==> config.mk <==
export PLATFORM = sky130hd
export DESIGN_NAME = rx_deserializer
export DESIGN_NICKNAME = d
export VERILOG_FILES = /design/src/rtl/rx_deserializer.sv
export SDC_FILE = /design/constraint.sdc
export NUM_CORES = 1
export LEC_CHECK = 0
export CORE_MARGIN = 4
export CORE_UTILIZATION = 54
export DETAILED_ROUTE_END_ITERATION = 7
export PLACE_DENSITY = 0.78
export SYNTH_ARGS = -nofsm -noshare
export SYNTH_HDL_FRONTEND = slang
export SYNTH_SLANG_ARGS = --single-unit
==> constraint.sdc <==
create_clock -name clk_i -period 1.6 [get_ports clk_i]
set_input_delay 0.16 -clock clk_i [delete_from_list [all_inputs] [get_ports clk_i]]
set_output_delay 0.16 -clock clk_i [all_outputs]
set_load 0.01 [all_outputs]
==> src/rtl/rx_deserializer.sv <==
// UART receive deserializer: samples data bits mid-bit after a verified
// start, assembles the word LSB-first, checks the stop bit, then re-arms
// the start-bit detector.
//
// Ports:
//   clk_i       oversampling clock (OVS cycles per bit)
//   rst_i       synchronous active-high reset
//   rx_i        synchronized serial line, idle high
//   start_i     verified-start level from the detector
//   data_o      last correctly framed word, held between frames
//   valid_o     one-cycle pulse when data_o updates
//   frame_err_o one-cycle pulse when the stop bit reads low
//   busy_o      high while a frame is in progress
//   det_rst_o   one-cycle pulse that clears the detector's start flag
module rx_deserializer #(
    parameter int DATA_BITS = 8,
    parameter int OVS       = 16
) (
    input  logic                 clk_i,
    input  logic                 rst_i,
    input  logic                 rx_i,
    input  logic                 start_i,
    output logic [DATA_BITS-1:0] data_o,
    output logic                 valid_o,
    output logic                 frame_err_o,
    output logic                 busy_o,
    output logic                 det_rst_o
);

    typedef enum logic [1:0] {
        IDLE,
        DATA,
        STOP,
        DONE
    } state_e;

    localparam logic [4:0] CNT_MAX  = 5'(OVS - 1);
    localparam logic [3:0] IDX_LAST = 4'(DATA_BITS - 1);

    state_e               state_q;
    logic [4:0]           cnt_q;
    logic [4:0]           cnt_d;
    logic [3:0]           idx_q;
    logic [DATA_BITS-1:0] shift_q;
    logic [DATA_BITS-1:0] shift_d;
    logic [DATA_BITS-1:0] data_q;
    logic                 valid_q;
    logic                 ferr_q;
    logic                 busy_q;
    logic                 drst_q;
    logic                 bit_tick;

    // The start flag is first seen at mid start bit, so counting a full
    // bit period from there lands every later sample at mid bit.
    assign bit_tick = (cnt_q == CNT_MAX);
    assign cnt_d    = bit_tick ? 5'd0 : cnt_q + 5'd1;
    // LSB arrives first: shifting right leaves it at bit 0 once full.
    assign shift_d  = {rx_i, shift_q[DATA_BITS-1:1]};

    always_ff @(posedge clk_i) begin
        if (rst_i) begin
            state_q <= IDLE;
            cnt_q   <= '0;
            idx_q   <= '0;
            shift_q <= '0;
            data_q  <= '0;
            valid_q <= 1'b0;
            ferr_q  <= 1'b0;
            busy_q  <= 1'b0;
            drst_q  <= 1'b0;
        end else begin
            valid_q <= 1'b0;
            ferr_q  <= 1'b0;
            drst_q  <= 1'b0;
            unique case (state_q)
                IDLE: begin
                    if (start_i) begin
                        state_q <= DATA;
                        cnt_q   <= '0;
                        idx_q   <= '0;
                        busy_q  <= 1'b1;
                    end
                end
                DATA: begin
                    cnt_q <= cnt_d;
                    if (bit_tick) begin
                        shift_q <= shift_d;
                        idx_q   <= idx_q + 4'd1;
                        if (idx_q == IDX_LAST) begin
                            state_q <= STOP;
                        end
                    end
                end
                STOP: begin
                    cnt_q <= cnt_d;
                    if (bit_tick) begin
                        if (rx_i) begin
                            data_q  <= shift_q;
                            valid_q <= 1'b1;
                        end else begin
                            ferr_q <= 1'b1;
                        end
                        // Pulses land in the DONE cycle together.
                        drst_q  <= 1'b1;
                        state_q <= DONE;
                    end
                end
                DONE: begin
                    state_q <= IDLE;
                    busy_q  <= 1'b0;
                end
                default: begin
                    state_q <= IDLE;
                    busy_q  <= 1'b0;
                end
            endcase
        end
    end

    assign data_o      = data_q;
    assign valid_o     = valid_q;
    assign frame_err_o = ferr_q;
    assign busy_o      = busy_q;
    assign det_rst_o   = drst_q;

endmodule

Word-level counts from Yosys, hierarchy flattened
Cells that the tools add are included.
{"block": "totals", "reg_bits": 31, "input_bits": 4, "elab_cells": 51}
{"block": "classes", "n_addsub": 2, "n_eq_ne": 9, "mux": 16, "bitwise_logic": 2, "n_reduce_logical": 13}
{"op": "two-way mux 5 bit", "count": 2}
{"op": "case mux 5 bit (2 select lines)", "count": 1}
{"op": "two-way mux 2 bit", "count": 4}
{"op": "two-way mux 4 bit", "count": 2}
{"op": "inequality test 2 bit, second input constant", "count": 4}
{"op": "case mux 2 bit (4 select lines)", "count": 1}
{"op": "case mux 4 bit (2 select lines)", "count": 1}
{"op": "AND reduction 2 bit", "count": 3}
{"op": "AND reduction 3 bit", "count": 2}
{"op": "nonzero test 2 bit", "count": 3}
{"op": "adder 5 x 1 -> 5 bit, second input constant", "count": 1}
{"op": "equality test 5 x 4 -> 1 bit, second input constant", "count": 1}
{"op": "adder 4 x 1 -> 4 bit, second input constant", "count": 1}
{"op": "equality test 2 bit, second input constant", "count": 2}
{"op": "equality test 4 x 3 -> 1 bit, second input constant", "count": 1}
{"op": "two-way mux 1 bit", "count": 4}
{"op": "AND reduction 4 bit", "count": 1}
{"op": "OR reduction 2 bit", "count": 2}
{"op": "OR reduction 3 bit", "count": 1}
{"op": "equality test 2 x 1 -> 1 bit, second input constant", "count": 1}
{"op": "logical NOT 2 bit", "count": 1}
{"op": "inverter 1 bit", "count": 2}
{"op": "case mux 1 bit (2 select lines)", "count": 1}

Longest topological paths before layout
Gate-level depths: netlist of run 1.
{"block": "depth", "word_depth": 4, "mapped_depth": 6}

Worst setup path after synthesis of run 1
No wires, ideal clock.
{"block": "synth_path", "path_type": "register -> register", "from": "register state_q[0]", "to": "register state_q[0]", "arrival_time_ns": 1.404, "t_required_ns": 1.528, "path_slack_ns": 0.124, "stages_incl_launch_ff": 7, "path_cell_list": "dfxtp_1 > inv_1 > ha_1 > nor2b_1 > nor4_1 > nor2_1 > mux2i_1"}
{"block": "synth_between", "elab_chain_cells": 3, "word_cells_on_any_way": 10, "classes_between": "7 x eq/ne; 1 x mux; 2 x reduce/logical"}
{"item": "start, declared", "line": "40", "source": "state_e state_q;"}
{"item": "start signal, assigned", "line": "62", "source": "state_q <= IDLE;"}
{"item": "start signal, assigned", "line": "78", "source": "state_q <= DATA;"}
{"item": "start signal, assigned", "line": "90", "source": "state_q <= STOP;"}
{"item": "equality test 2 x 1 -> 1 bit (tied with other cells)", "line": "75", "source": "unique case (state_q)"}
{"item": "inequality test 2 bit (no source line)"}
{"item": "AND reduction 4 bit (no source line)"}
Parallel ways exist; a longest one is shown, timed or not.
A chain may end at the register's enable or synchronous reset.

Worst setup path in the final report of run 1
{"block": "layout_path", "from": "register state_q[1]", "to": "register state_q[1]"}
The elaborated chain is that of the path after synthesis.

==> flow_metrics.py, run 1 <==
metrics = {
    "synth": {
        "synth_top_family_by_area": "simple AND/OR/NAND/NOR gates",
        "synth_fa_ha_area_frac": 0.0557,
        "yosys.cell_types.count": 28,
        "synth_top_cell_by_area": "dfxtp_1",
        "syn-num-nets": 162,
        "synth_xor_area_frac": 0.00649,
        "ys_ff_latch": 31,
        "syn-instance-count": 152,
        "synth_compound_area_frac": 0.120,
        "synthSimpleGateAreaFrac": 0.242,
        "synthTopCellsByArea": "dfxtp_1 (46%), mux2i_1 (8.2%), ha_1 (5.6%), a21oi_1 (5.2%), nand3_1 (5.2%)",
        "yosysWarningCount": 0,
        "avgSynthCellArea_sq_um": 8.87,
        "synthMuxAreaShare": 0.0816,
        "synth_top_area_share": 0.460,
        "ys_seq_area_frac": 0.460,
        "syn_area_sq_um": 1350,
    },
    "timing": {
        "final_hold_viol_count": 0,
        "timing.fmax_mhz": 675,
        "hold_ws_ns": 0.457,
        "min_period_over_period": 0.925,
        "final_max_slew_viol_count": 0,
        "setup_tns_ns": 0,
        "skew_ns": 0.00536,
        "period_needed_ns": 1.48,
        "worst_slew_pin_slew_ns": 0.310,
        "maxSlewHeadroom": 0.790,
        "finalSetupViolCount": 0,
        "fin_ws_ns": 0.119,
    },
    "worst_setup_path": {
        "crit_path_end_kind": "flip-flop",
        "setup.worst_path.start_class": "flip-flop",
        "cp_max_fo": 8,
        "cp_cell_sequence": "inv_1 -> ha_4 -> nor2b_4 -> nor4_1 -> nor2_1 -> mux2i_1",
        "required_ns": 1.81,
        "cp_slowest_cell": "dfxtp_1",
        "critPathMaxStageDelay_ns": 0.40,
        "critical_path_class": "flip-flop to flip-flop",
        "cp.arrival_ns": 1.69,
    },
    "floorplan": {
        "num_io_pins": 16,
        "fp.dieArea_sq_um": 3360,
        "initial_utilization": 0.587,
        "core_sq_um": 2300,
        "rows": 17,
        "die_w_um": 58.0,
        "dieHeight_um": 58.0,
    },
    "final_layout": {
        "antennaDiodeCount": 0,
        "drive_gt1_frac": 0.146,
        "fillers": 171,
        "nets": 187,
        "finalInstanceArea_sq_um": 1700,
        "syn2layout_area_growth_pct": 25.7,
    },
    "grt": {
        "grt_pass1_vias": 1147,
        "grt_pass1_wl_mm": 4.97,
        "overflow": 0,
        "grt_max_degree": 19,
        "grt_usage": 0.195,
        "antenna_found_initial": 0,
    },
    "cts": {
        "ctsHtreeMaxLevel": 2,
        "tritoncts": "done",
        "cts.sink_count": 31,
        "insertion_delay_ns": 0.33,
        "hold_buffers": 0,
        "path_clk_slew_ns": 0.10,
        "cts-buffers-inserted": 5,
        "clockRootBuffer": "clkbuf_4",
        "cts.path.max_buffers": 2,
    },
    "detailed_routing": {
        "drt_first_pass_iters": 4,
        "wl_mm": 2.94,
        "post_drt_wl_per_cell_um": 14.3,
        "vias_per_cell": 5.69,
        "dr_total_vias": 1173,
        "drtIter0Drc": 47,
        "drc_errors": 0,
        "antenna_left": 0,
    },
    "placement": {
        "io_buffers": 15,
        "hpwl_mm": 2.02,
        "pre_cts_ws_ns": -0.0429,
        "place_congestion": 0.819,
        "dpl_cell_area_sq_um": 1570,
    },
    "power_and_ir_drop": {
        "power_density_nw_per_um2": 1270,
        "irDropWorstVdd_v": 0.00108,
        "power_mw": 2.15,
        "cellLeakagePower_nw": 0.604,
    },
    "run_status": {
        "status": "finished, final reports clean",
    },
    "worst_hold_path": {
        "hold_path_class": "input pin to flip-flop",
    },
    "job": {
        "cap_violations": 0,
    },
}
==> synthesized netlist by cell type <==
master    instances
nand4b_1          1
nor2_1           18
buf_8             1
mux2i_1          11
nor2b_1           4
clkbuf_1          4
nand2_1          16
o21ai_0           6
buf_2             1
a31oi_1           1
inv_1             3
and3_4            1
and4b_4           1
ha_1              6
a211oi_1          3
a22oi_1           1
nor4_1            2
and3_1            1
nor3b_1           2
a21oi_1          14
o32ai_1           1
o41ai_1           1
nand3_1          14
nor3_1            1
o21bai_1          1
nand2b_1          5
dfxtp_1          31
xnor2_1           1
==> layer usage <==
layer	global-route usage	up-vias	routed length [um]
met3	0.0757	14	218
met5	0	-	0
li1	-	583	-
met2	0.311	49	1420
met1	0.229	527	1230
met4	0.0927	0	70
==> path summary, 6_finish.rpt <==
kind / startpoint / to / slack [ns] / cells after the start
worst min-delay path: rx_i / frame_err_o / 0.46 / 2
worst max register to register: state_q[1] / state_q[1] / 0.12 / 6
worst min register to register: shift_q[0] / shift_q[0] / 0.46 / 2
worst max-delay path: state_q[1] / state_q[1] / 0.12 / 6
==> metrics by stage <==
stage / utilization / instances
after floorplan: - / 152
after global placement: 0.682 / 198
after detailed placement: 0.682 / 198
after CTS: 0.721 / 206
after global routing: 0.738 / 206
final: 0.738 / 206
==> flip-flops by register name, indices dropped and copies added, names as in the netlist <==
register,count
busy_o,1
cnt_q,5
data_o,8
det_rst_o,1
frame_err_o,1
idx_q,4
shift_q,8
state_q,2
valid_o,1
==> cell families (layout without fill, tap and decap cells) <==
kind of cell | after synthesis | count (layout)
AND/OR/NAND/NOR | 66 | 66
AO/OA/AOI/OAI | 28 | 28
adder cells (fa/ha/maj) | 6 | 6
buffers and inverters | 9 | 35
flip-flops | 31 | 31
XOR/XNOR | 1 | 1
multiplexers | 11 | 11
==> report_power, final <==
part / leakage (nW) / internal (mW) / switching, mW
Clock: 0.0482 / 0.369 / 0.266
Sequential: 0.251 / 0.818 / 0.0498
Combinational: 0.305 / 0.301 / 0.350
Total: 0.604 / 1.49 / 0.666
==> cell usage in the layout, fill, tap and decap left out, types with 2 or more instances in the layout <==
master	Yosys	layout
nor4_1	2	2
nand2b_1	5	5
nor3b_1	2	2
dfxtp_2	0	2
a21oi_1	14	14
nand2_1	16	16
o21ai_0	6	6
nor2b_1	4	3
nand3_1	14	14
dfxtp_1	31	29
a211oi_1	3	2
clkbuf_4	0	5
clkdlybuf4s50_1	0	15
ha_4	0	2
nor2_1	18	18
buf_4	0	9
ha_1	6	3
inv_1	3	3
mux2i_1	11	11
==> cell type report <==
type / instances / area, sq um / share of cell area
inverter: 3 / 11.3 / 0.00664
clock buffer: 6 / 51.3 / 0.0303
tap: 28 / 35.0 / 0.0207
sequential: 31 / 623 / 0.368
multi-input combinational: 112 / 722 / 0.426
timing repair buffer: 24 / 218 / 0.128
clock inverter: 2 / 35.0 / 0.0207
==> critical path, delay by kind of cell (launching register included) <==
kind,cells,cell delay [ns]
DFF,1,0.40
muxes,1,0.14
adders and majority gates,1,0.20
and+or+nand+nor,3,0.53
buffers and inverters,1,0.11
==> repair_timing <==
action	4_1_cts	5_1_grt
gates cloned	0	0
buffers inserted	0	0
endpoints found under the setup margin	3	25
pin swaps	0	1
resized for setup	1	9
Note: power is estimated with default switching activity, not from simulation.
==> run 2, diff against run 1 <==
ABC_AREA = 0   (was not set)
CELL_PAD_IN_SITES_DETAIL_PLACEMENT = 1   (was not set)
CELL_PAD_IN_SITES_GLOBAL_PLACEMENT = 1   (was not set)
CORE_UTILIZATION = 41   (was 54)
PLACE_DENSITY = not set   (was 0.78)
PLACE_DENSITY_LB_ADDON = 0.1   (was not set)
==> run 2 against run 1 <==
Against the previous run: via count rose by 0.68%; power increased by 4.3%; flip-flop and latch count unchanged; die area up 27%; routed wire length up 16%; register-to-register slack worse by 0.03 ns; highest routed layer unchanged.
==> flow_metrics.py, run 2 (same netlist as run 1, synthesis figures left out) <==
metrics = {
    "worst_setup_path": {
        "cp_cell_sequence": "ha_4 -> nand4b_1 -> buf_4 -> nor2_1 -> a21oi_1 -> o32ai_1",
        "critical_path.top_delay_family": "simple AND/OR/NAND/NOR gates",
        "path_buf_inv": 1,
        "cp.arrival_ns": 1.74,
        "critPathMaxStageDelay_ns": 0.37,
        "crit_path_end_kind": "flip-flop",
        "critical_path_class": "flip-flop to flip-flop",
        "required_ns": 1.83,
        "cp_max_fo": 5,
        "cp_slowest_cell": "dfxtp_2",
        "setup.worst_path.start_class": "flip-flop",
    },
    "grt": {
        "grt_usage": 0.170,
        "grt_max_degree": 29,
        "antenna_found_initial": 0,
        "overflow": 0,
        "grt_pass1_wl_mm": 5.57,
        "grt_pass1_vias": 1248,
    },
    "final_layout": {
        "final_cell_mix": "dfxtp_1 (29), nor2_1 (17), nand2_1 (16)",
        "syn2layout_area_growth_pct": 29.9,
        "fillers": 395,
        "drive_gt1_frac": 0.177,
        "multi_input_area_sq_um": 743,
        "final_common_cell": "dfxtp_1",
        "nets": 190,
        "finalInstanceArea_sq_um": 1750,
        "antennaDiodeCount": 0,
        "regArea_sq_um": 623,
    },
    "detailed_routing": {
        "dr_total_vias": 1181,
        "drt_first_pass_iters": 4,
        "vias_per_cell": 5.25,
        "antenna_left": 0,
        "wl_mm": 3.40,
        "drc_errors": 0,
        "post_drt_wl_per_cell_um": 15.1,
        "drtIter0Drc": 64,
    },
    "cts": {
        "hold_buffers": 0,
        "clockRootBuffer": "clkbuf_4",
        "ctsHtreeMaxLevel": 2,
        "insertion_delay_ns": 0.33,
        "cts.sink_count": 31,
        "postCtsSetupBuffers": 0,
        "cts-buffers-inserted": 5,
        "cts.path.max_buffers": 2,
        "tritoncts": "done",
        "path_clk_slew_ns": 0.10,
    },
    "floorplan": {
        "dieHeight_um": 65.4,
        "die_w_um": 65.4,
        "core_sq_um": 3100,
        "fp.dieArea_sq_um": 4270,
        "initial_utilization": 0.435,
        "num_io_pins": 16,
        "rows": 20,
    },
    "timing": {
        "min_period_over_period": 0.941,
        "period_needed_ns": 1.51,
        "fin_ws_ns": 0.0941,
        "worst_slew_pin_slew_ns": 0.270,
        "final_hold_viol_count": 0,
        "setup_tns_ns": 0,
        "finalSetupViolCount": 0,
        "final_max_slew_viol_count": 0,
        "skew_ns": 0.00585,
        "maxSlewHeadroom": 0.819,
        "hold_ws_ns": 0.471,
        "timing.fmax_mhz": 664,
    },
    "power_and_ir_drop": {
        "power_density_nw_per_um2": 1280,
        "irDropWorstVdd_v": 0.00111,
        "power_mw": 2.25,
        "cellLeakagePower_nw": 0.621,
    },
    "placement": {
        "dpl_cell_area_sq_um": 1600,
        "hpwl_mm": 2.34,
        "pre_cts_ws_ns": -0.159,
        "io_buffers": 15,
        "place_congestion": 0.886,
    },
    "job": {
        "cap_violations": 0,
    },
    "run_status": {
        "status": "finished, final reports clean",
    },
    "worst_hold_path": {
        "hold_path_class": "flip-flop to flip-flop",
    },
}
[run 2: layout make-up]
class                      instances  area share
inverter                           3     0.00643
clock inverter                     2      0.0200
clock buffer                       6      0.0293
tap                               44      0.0314
multi-input combinational        113       0.424
sequential                        31       0.356
timing repair buffer              26       0.133
[run 2: through the flow]
step,cells,utilization
floorplan,152,-
global placement,216,0.516
detailed placement,216,0.516
CTS,224,0.546
global route,225,0.565
finish,225,0.565
[run 2: timing repair]
action | in CTS | in global routing
gates cloned | 0 | 1
pin swaps | 0 | 1
setup endpoints to repair | 2 | 25
gates resized for setup | 2 | 11
[run 2: power breakdown]
group | internal (mW) | switching, mW | total, mW
Clock | 0.369 | 0.274 | 0.644
Sequential | 0.818 | 0.0377 | 0.856
Combinational | 0.347 | 0.401 | 0.748
[run 2: worst register-to-register path: cells and delay by family, from the launching register on]
kind | cells | cell delay [ns]
AO/OA/AOI/OAI | 2 | 0.25
adder cells (fa/ha/maj) | 1 | 0.16
flip-flops | 1 | 0.37
buffers and inverters | 1 | 0.23
AND/OR/NAND/NOR | 2 | 0.40
[run 2: worst paths after layout]
kind | from | endpoint | slack (ns) | depth (start not counted)
max | cnt_q[1] | idx_q[1] | 0.09 | 6
min | shift_q[0] | shift_q[0] | 0.47 | 2
max reg2reg | cnt_q[1] | idx_q[1] | 0.09 | 6
min reg2reg | shift_q[0] | shift_q[0] | 0.47 | 2
[run 2: metal layers]
| layer | part of all wire | track usage | up-vias | wire, um |
|---|---|---|---|---|
| li1 | - | - | 587 | - |
| met1 | 0.46 | 0.193 | 564 | 1550 |
| met2 | 0.50 | 0.288 | 24 | 1690 |
| met3 | 0.036 | 0.0547 | 6 | 124 |
| met4 | 0.012 | 0.0803 | 0 | 40 |
| met5 | 0 | 0 | - | 0 |
